$ cat src/rtl/shift_sub_divider_if.sv
// rtl/shift_sub_divider_if.sv - request/result bundle for the restoring divider
interface shift_sub_divider_if #(
    parameter int WIDTH = 32
);
    logic             start;
    logic [WIDTH-1:0] a;
    logic [WIDTH-1:0] b;
    logic [WIDTH-1:0] q;
    logic [WIDTH-1:0] r;
    logic             busy;
    logic             done;
    logic             div_by_zero;

    modport master (
        output start, a, b,
        input  q, r, busy, done, div_by_zero
    );

    modport slave (
        input  start, a, b,
        output q, r, busy, done, div_by_zero
    );
endinterface

$ cat src/rtl/shift_sub_divider.sv
// rtl/shift_sub_divider.sv - sequential unsigned restoring divider, one quotient bit per clock
module shift_sub_divider #(
    parameter int WIDTH = 32
) (
    input  logic               clk,
    input  logic               rst,
    shift_sub_divider_if.slave div
);
    localparam int CW = (WIDTH > 1) ? $clog2(WIDTH) : 1;

    typedef enum logic [1:0] {
        S_IDLE,
        S_RUN,
        S_DONE
    } state_t;

    state_t           r_state;
    state_t           w_next;
    logic [WIDTH-1:0] r_quo;
    logic [WIDTH-1:0] r_div;
    logic [WIDTH-1:0] r_rem;
    logic [CW-1:0]    r_cnt;
    logic [WIDTH-1:0] r_q;
    logic [WIDTH-1:0] r_r;
    logic             r_dbz;
    logic             w_busy;
    logic             w_done;

    // The restored remainder is always below the divisor, so only the shifted
    // value and the trial difference need the extra bit.
    logic [WIDTH:0]   w_shift_rem;
    logic [WIDTH:0]   w_trial;
    logic             w_ge;
    logic [WIDTH-1:0] w_rem_nxt;
    logic [WIDTH-1:0] w_quo_nxt;

    assign w_shift_rem = {r_rem, r_quo[WIDTH-1]};
    assign w_trial     = w_shift_rem - {1'b0, r_div};
    assign w_ge        = ~w_trial[WIDTH];
    assign w_rem_nxt   = w_ge ? w_trial[WIDTH-1:0] : w_shift_rem[WIDTH-1:0];
    assign w_quo_nxt   = {r_quo[WIDTH-2:0], w_ge};

    always_ff @(posedge clk or posedge rst) begin
        if (rst) begin
            r_state <= S_IDLE;
        end else begin
            r_state <= w_next;
        end
    end

    always_comb begin
        w_next = r_state;
        w_busy = 1'b0;
        w_done = 1'b0;
        case (r_state)
            S_IDLE: begin
                if (div.start) begin
                    w_next = (div.b != '0) ? S_RUN : S_DONE;
                end
            end
            S_RUN: begin
                w_busy = 1'b1;
                if (r_cnt == '0) begin
                    w_next = S_DONE;
                end
            end
            S_DONE: begin
                w_done = 1'b1;
                w_next = S_IDLE;
            end
            default: w_next = S_IDLE;
        endcase
    end

    always_ff @(posedge clk or posedge rst) begin
        if (rst) begin
            r_quo <= '0;
            r_div <= '0;
            r_rem <= '0;
            r_cnt <= '0;
            r_q   <= '0;
            r_r   <= '0;
            r_dbz <= 1'b0;
        end else begin
            case (r_state)
                S_IDLE: begin
                    if (div.start) begin
                        if (div.b != '0) begin
                            r_quo <= div.a;
                            r_div <= div.b;
                            r_rem <= '0;
                            r_cnt <= CW'(WIDTH - 1);
                        end else begin
                            r_q   <= '1;
                            r_r   <= div.a;
                            r_dbz <= 1'b1;
                        end
                    end
                end
                S_RUN: begin
                    r_quo <= w_quo_nxt;
                    r_rem <= w_rem_nxt;
                    r_cnt <= r_cnt - 1'b1;
                    // Results are published only on the final step so q/r stay steady during a run.
                    if (r_cnt == '0) begin
                        r_q   <= w_quo_nxt;
                        r_r   <= w_rem_nxt;
                        r_dbz <= 1'b0;
                    end
                end
                default: ;
            endcase
        end
    end

    assign div.q           = r_q;
    assign div.r           = r_r;
    assign div.div_by_zero = r_dbz;
    assign div.busy        = w_busy;
    assign div.done        = w_done;
endmodule

$ cat src/flat_wrapper.sv
// flat-port wrapper written by rule: the top's interface ports become plain ports
module shift_sub_divider_flat 
#(
    parameter int WIDTH = 32
)
  (clk, rst, div_start, div_a, div_b, div_q, div_r, div_busy, div_done, div_div_by_zero);
  shift_sub_divider_if #(.WIDTH(WIDTH)) div_i ();
  input  logic clk;
  input  logic rst;
  input wire logic [$bits(div_i.start)-1:0] div_start;
  input wire logic [$bits(div_i.a)-1:0] div_a;
  input wire logic [$bits(div_i.b)-1:0] div_b;
  output wire logic [$bits(div_i.q)-1:0] div_q;
  output wire logic [$bits(div_i.r)-1:0] div_r;
  output wire logic [$bits(div_i.busy)-1:0] div_busy;
  output wire logic [$bits(div_i.done)-1:0] div_done;
  output wire logic [$bits(div_i.div_by_zero)-1:0] div_div_by_zero;
  assign div_i.start = div_start;
  assign div_i.a = div_a;
  assign div_i.b = div_b;
  assign div_q = div_i.q;
  assign div_r = div_i.r;
  assign div_busy = div_i.busy;
  assign div_done = div_i.done;
  assign div_div_by_zero = div_i.div_by_zero;
  shift_sub_divider #(.WIDTH(WIDTH)) u_core (.clk(clk), .rst(rst), .div(div_i));
endmodule
$ cat config.mk
export PLATFORM = sky130hd
export DESIGN_NAME = shift_sub_divider_flat
export DESIGN_NICKNAME = d
export VERILOG_FILES = /design/src/rtl/shift_sub_divider_if.sv /design/src/rtl/shift_sub_divider.sv /design/src/flat_wrapper.sv
export SDC_FILE = /design/constraint.sdc
export NUM_CORES = 1
export LEC_CHECK = 0
export CAP_MARGIN = 5
export CORE_MARGIN = 2
export CORE_UTILIZATION = 50
export DETAILED_ROUTE_END_ITERATION = 8
export PLACE_DENSITY = 0.76
export SYNTH_ARGS = -nofsm -noshare
export SYNTH_HDL_FRONTEND = slang
export SYNTH_SLANG_ARGS = --single-unit
export TNS_END_PERCENT = 1
$ cat constraint.sdc
create_clock -name clk -period 15.1 [get_ports clk]
set_input_delay 4.53 -clock clk [delete_from_list [all_inputs] [get_ports clk]]
set_output_delay 4.53 -clock clk [all_outputs]
set_load 0.05 [all_outputs]
==> metrics.md, run 1 <==
| Metric | Value |
|---|---|
| FP Rows | 49 |
| CORE AREA | 0.0180 mm2 |
| Final nets | 1225 |
| Synth Register Bits | 168 |
| Ys async rst share | 1.00 |
| Starting Density | 0.512 |
| Crit path buf inv count | 3 |
| Clk_skew | 8.33 ps |
| Critical Path, Cell by Cell | clkdlybuf4s50_1 > nor4_1 > nand4_1 > nor2_1 > nand3_1 > a21o_1 > inv_2 > buf_4 > o21ai_0 > o31ai_1 |
| Crit Path Max Fanout | 70 |
| Upper clock frequency limit | 129 MHz |
| First-pass GRT wire length | 39.5 mm |
| Type of the worst setup path | in -> reg |
| Gr usage total | 0.253 |
| Status | finished, final reports clean |
| Reg clk slew, reported paths | 70 ps |
| GP Congestion | 0.914 |
| WL per Instance | 18.1 um |
| GRT overflow | 0 |
| Clk_lat worst skew | 430 ps |
| CTS tree | done |
| Vias | 8105 |
| Gates resized, CTS repair | 0 |
| CP arrival | 8080 ps |
| Clock Sinks | 168 |
| Final Max Slew Viols | 0 |
| Filler cell count | 1537 |
| Largest stage delay, worst path | 640 ps |
| HP Class | reg -> reg |
| Max Buffers Root-to-Sink | 2 |
| Die Y-Extent | 140 um |
| DR iter-0 viols | 759 |
| Antenna cells | 0 |
| Routed WL | 24.7 mm |
| Synthesized instance count | 1025 |
| Hold-fix buffers, CTS | 0 |
| Initial antenna violation count | 0 |
| # setup viols final | 0 |
| H-tree depth | 4 |
| Io pins | 134 |
| I/O Buffers | 133 |
| Layout Area Growth over Synthesis | 22.2% |
| Die area | 0.0195 mm2 |
| Layout cells sized above 1 | 0.0819 |
| Critical Path Start Type | primary input |
| Post-synth EDFFs | 0 |
| Synth Cell Area | 0.00922 mm2 |
| Hpwl dp | 17.7 mm |
| Seq/Total Area, Yosys | 0.456 |
| RSZ-0062 raised after global routing | false |
| Die width | 140 um |
| Avg Vias per Cell | 5.94 |
| Max-cap violations | 0 |
| Fin crit share | 0.512 |
| CTS buffer count | 17 |
| Slew of the pin with the lowest slew margin | 922 ps |
| Initial DRT Pass Iterations | 5 |
| Top_reg_cell synth | dfrtp_1 |
| Root buffer cell | clkbuf_16 |
| Synth unique cells | 64 |
| Antenna-violating nets left | 0 |
| Min cycle time layout | 7740 ps |
| Setup crit end kind | flip-flop |
| Post-CTS Setup Inserts | 0 |
| Syn avg cell area | 9.00 um2 |
| Total negative slack | 0 ps |
| Largest net degree at the start of global routing | 98 |
| Vias in the first global route | 7343 |
| DRC Markers | 0 |
| Hold Violations, Final | 0 |
| Yosys warns | 0 |
| Critical path's slowest cell | buf_4 |
| Crit path max-delay family | buffers and inverters |
| Syn nets | 1127 |
| Slew headroom | 0.385 |
| Critical Path RT | 15440 ps |
## stage by stage
| step | util | worst slack, ps | hold WS (ps) | area (um2) | cells |
|---|---|---|---|---|---|
| after floorplan | - | 6020 | 467 | 9220 | 1025 |
| after global placement | 0.591 | 7030 | 479 | 10600 | 1333 |
| after detailed placement | 0.591 | 6930 | 474 | 10600 | 1333 |
| after CTS | 0.625 | 7390 | 489 | 11300 | 1364 |
| after global routing | 0.625 | 7050 | 498 | 11300 | 1364 |
| final | 0.625 | 7360 | 487 | 11300 | 1364 |
## cell usage after synthesis (all sizes together), types with 19 or more instances
| cell type | instances | area, um2 |
|---|---|---|
| a21oi | 73 | 373 |
| o21ai | 41 | 205 |
| dfrtp | 168 | 4200 |
| ha | 34 | 425 |
| mux2 | 33 | 372 |
| inv | 47 | 176 |
| nand2 | 140 | 526 |
| nand3 | 27 | 135 |
| buf | 19 | 110 |
| xnor2 | 20 | 175 |
| a31oi | 51 | 319 |
| nor2 | 129 | 487 |
| clkbuf | 44 | 166 |
## layer usage
metal / track usage / wire [um] / up-vias
li1: - / - / 3850
met2: 0.357 / 10300 / 350
met1: 0.405 / 11900 / 3880
met5: 0 / 0 / -
met4: 0.0605 / 284 / 0
met3: 0.0444 / 2140 / 25
## area by class of cell
type | count | area [um2] | area share
well taps | 229 | 287 | 0.0254
repair buffers | 142 | 1400 | 0.124
inverters | 48 | 185 | 0.0164
flip-flops and latches | 168 | 4200 | 0.373
clock buffers | 18 | 439 | 0.0390
multi-input cells | 746 | 4570 | 0.406
clock inverters | 13 | 181 | 0.0161
## worst min-delay path, cell delays in order (launching register included)
cell and delay, ps:
dfrtp_1 350, nand2_1 50, o31ai_1 50
## placed cells by master, fill, tap and decap left out, types with 4 or more instances in the layout
master and instances:
mux2_2 33, o221ai_1 11, a211oi_1 10, mux2i_1 11, a21o_1 18, and3_1 6, a211o_1 6, nand4_1 10
and2_1 6, nand2b_1 9, xnor2_1 20, clkbuf_16 17, nand3_1 27, dfrtp_1 168, o21ai_0 38, clkdlybuf4s50_1 133
o21a_1 8, or2_2 5, inv_1 45, nand2_1 140, a41oi_1 7, nor2_1 128, inv_6 7, o31ai_1 4
o22a_1 4, buf_4 9, a21oi_1 70, ha_1 34, nor3_1 13, xor2_1 8, o211ai_1 11, nor4_1 10
a31oi_1 51
## worst paths after layout
check	from	endpoint	slack, ps	cells after the start
worst max-delay path	div_b[4]	u_core.div.r[25]$_DFFE_PP0P_	7360	10
worst max register to register	u_core.r_rem[24]$_DFFE_PP0P_	u_core.div.r[6]$_DFFE_PP0P_	11300	9
worst min-delay path	u_core.div.r[25]$_DFFE_PP0P_	u_core.div.r[25]$_DFFE_PP0P_	490	2
max in group asynchronous	rst	u_core.r_cnt[4]$_DFFE_PP0P_	9000	3
min in group asynchronous	rst	u_core.div.q[25]$_DFFE_PP0P_	4630	2
worst min register to register	u_core.div.r[25]$_DFFE_PP0P_	u_core.div.r[25]$_DFFE_PP0P_	490	2
## logic make-up after synthesis
group / synth area share
compound gates: 0.194
xor+xnor: 0.0266
fa+ha+maj: 0.0483
buf+inv: 0.0495
flops: 0.456
mux: 0.0522
simple gates: 0.173
## state kept, by name, summed over array words and instances (netlist names)
| name | count |
|---|---|
| u_core.r_cnt | 5 |
| u_core.r_rem | 32 |
| u_core.div.div_by_zero | 1 |
| u_core.div.q | 32 |
| u_core.r_quo | 32 |
| u_core.div.r | 32 |
| u_core.r_div | 32 |
| u_core.r_state | 2 |
Power of run 1 is left out: the tool's default activity adds up to more than one toggle a clock period on the data nets, which glitch-free logic cannot reach.
==> run 2: changes to the inputs <==
PLACE_DENSITY = 0.79   (was 0.76)
clock period = 6.4 ns   (was 15.1 ns; I/O delays follow)
==> metrics.md, run 2 (same netlist as run 1, synthesis figures left out) <==
| Metric | Value |
|---|---|
| Most frequent cells in the layout | dfrtp_1 (168), nand2_1 (140), clkdlybuf4s50_1 (133) |
| Upper clock frequency limit | 216 MHz |
| Largest stage delay, worst path | 470 ps (-170 ps) |
| Vias in the first global route | 7436 (+1.3%) |
| RSZ-0062 raised after global routing | false |
| # setup viols final | 0 (unchanged) |
| Fin crit share | 0.724 |
| Crit path buf inv count | 3 (unchanged) |
| CP arrival | 4960 ps (-3120 ps) |
| GRT overflow | 0 (unchanged) |
| Antenna-violating nets left | 0 (unchanged) |
| Routed WL | 24.9 mm (+1.1%) |
| Antenna cells | 0 (unchanged) |
| CORE AREA | 0.0180 mm2 (unchanged) |
| I/O Buffers | 133 (unchanged) |
| Max Buffers Root-to-Sink | 2 (unchanged) |
| First-pass GRT wire length | 39.7 mm (+0.44%) |
| H-tree depth | 4 (unchanged) |
| DR iter-0 viols | 928 (+22%) |
| Hold-fix buffers, CTS | 0 (unchanged) |
| Vias | 8139 (+0.42%) |
| Die area | 0.0195 mm2 (unchanged) |
| DRC Markers | 0 (unchanged) |
| Critical Path RT | 6720 ps (-8720 ps) |
| Filler cell count | 1508 (-1.9%) |
| Die width | 140 um (unchanged) |
| Register area | 0.00420 mm2 (unchanged) |
| Layout Area Growth over Synthesis | 22.0% |
| Finished Cell Area | 0.0113 mm2 (-0.16%) |
| Critical path's slowest cell | nor4_1 |
| Total negative slack | 0 ps (unchanged) |
| Multi-input logic area | 0.00457 mm2 (unchanged) |
| Slew headroom | 0.358 (-0.0279) |
| Initial DRT Pass Iterations | 5 (unchanged) |
| Die Y-Extent | 140 um (unchanged) |
| Type of the worst setup path | in -> reg |
| Root buffer cell | clkbuf_16 |
| Min cycle time layout | 4640 ps |
| Clk_skew | 10.8 ps (+2.44 ps) |
| Hpwl dp | 17.9 mm (+1.1%) |
| CTS tree | done |
| Clock Sinks | 168 (unchanged) |
| Reg clk slew, reported paths | 70 ps (about the same) |
| WL per Instance | 18.2 um (+0.87%) |
| Initial antenna violation count | 1 (+1) |
| CTS buffer count | 17 (unchanged) |
| Layout cells sized above 1 | 0.0835 (+0.00154) |
| Final core occ | 0.624 (-0.000972) |
| GP Congestion | 0.957 (+4.6%) |
| Critical Path Start Type | primary input |
| Largest net degree at the start of global routing | 169 (+72%) |
| Hold Violations, Final | 0 (unchanged) |
| Crit path max-delay family | buffers and inverters |
| Gates resized, CTS repair | 0 (unchanged) |
| Avg Vias per Cell | 5.95 (+0.20%) |
| Io pins | 134 (unchanged) |
| Gr usage total | 0.255 (+0.00166) |
| FP Rows | 49 (unchanged) |
| Dpl cell area | 0.0107 mm2 (+0.36%) |
| Final Max Slew Viols | 0 (unchanged) |
| Clk_lat worst skew | 440 ps (about the same) |
| HP Class | reg -> reg |
| Slew of the pin with the lowest slew margin | 964 ps (+41.9 ps) |
| Most common cell after layout, fill and taps aside | dfrtp_1 |
| Starting Density | 0.512 (unchanged) |
| Max-cap violations | 0 (unchanged) |
| Status | finished, final reports clean |
| Critical Path, Cell by Cell | clkdlybuf4s50_1 > nor4_1 > nand4_1 > nor2_1 > nand3_1 > a21o_1 > inv_2 > buf_4 > nand2_1 > o32a_1 |
| Crit Path Max Fanout | 29 (-59%) |
| Setup crit end kind | flip-flop |
| Final nets | 1227 (+0.16%) |
| Post-CTS Setup Inserts | 0 (unchanged) |
==> run 2: cell count changes in the layout (fill, tap and decap cells not counted) <==
cell,delta
inv_6,-5
bufinv_16,-3
clkinvlp_4,+3
inv_8,+3
buf_12,+2
clkbuf_1,+1
clkbuf_8,-1
clkinv_2,+1
clkinv_4,+1
clkinv_8,+1
==> run 2: per-stage QoR <==
stage / hold WS, ps / setup slack [ps] / cells
2_1_floorplan: 467 / 2340 / 1025
3_3_place_gp: 479 / 1370 / 1335
3_5_place_dp: 478 / 1190 / 1335
4_1_cts: 493 / 1640 / 1367
5_1_grt: 524 / 1420 / 1367
6_report: 487 / 1760 / 1367
==> run 2: layer usage <==
layer | global-route usage | routed length, um | up-vias | part of all wire
met1 | 0.389 | 11500 | 3887 | 0.46
met5 | 0 | 15 | - | 0.00060
li1 | - | - | 3827 | -
met2 | 0.364 | 10600 | 384 | 0.42
met4 | 0.0695 | 405 | 2 | 0.016
met3 | 0.0595 | 2440 | 39 | 0.098
==> run 2: final timing paths <==
check	start	endpoint	slack (ps)	cells after the start
worst max-delay path	div_b[24]	u_core.div.r[10]$_DFFE_PP0P_	1760	10
worst min-delay path	u_core.div.r[25]$_DFFE_PP0P_	u_core.div.r[25]$_DFFE_PP0P_	490	2
worst max register to register	u_core.r_rem[24]$_DFFE_PP0P_	u_core.div.r[6]$_DFFE_PP0P_	2700	10
worst min register to register	u_core.div.r[25]$_DFFE_PP0P_	u_core.div.r[25]$_DFFE_PP0P_	490	2
max in group asynchronous	rst	u_core.r_div[20]$_DFFE_PP0P_	3680	3
min in group asynchronous	rst	u_core.div.q[26]$_DFFE_PP0P_	2070	3
==> run 2: worst register-to-register path, cell delays in order, from the launching register on <==
cell	delay, ps
dfrtp_1	430
ha_1	430
a211o_1	380
a2111oi_2	330
nor3_1	140
o21ai_1	240
a21o_1	440
nand2_1	180
buf_4	240
nor4b_1	590
o32a_1	260
==> run 2: final cells by class <==
class | count | share of cell area
Sequential cell | 168 | 0.374
Clock buffer | 18 | 0.0381
Inverter | 48 | 0.0163
Tap cell | 229 | 0.0255
Multi-Input combinational cell | 746 | 0.406
Timing Repair Buffer | 144 | 0.128
Clock inverter | 14 | 0.0120
Power of run 2 is left out for the same reason.
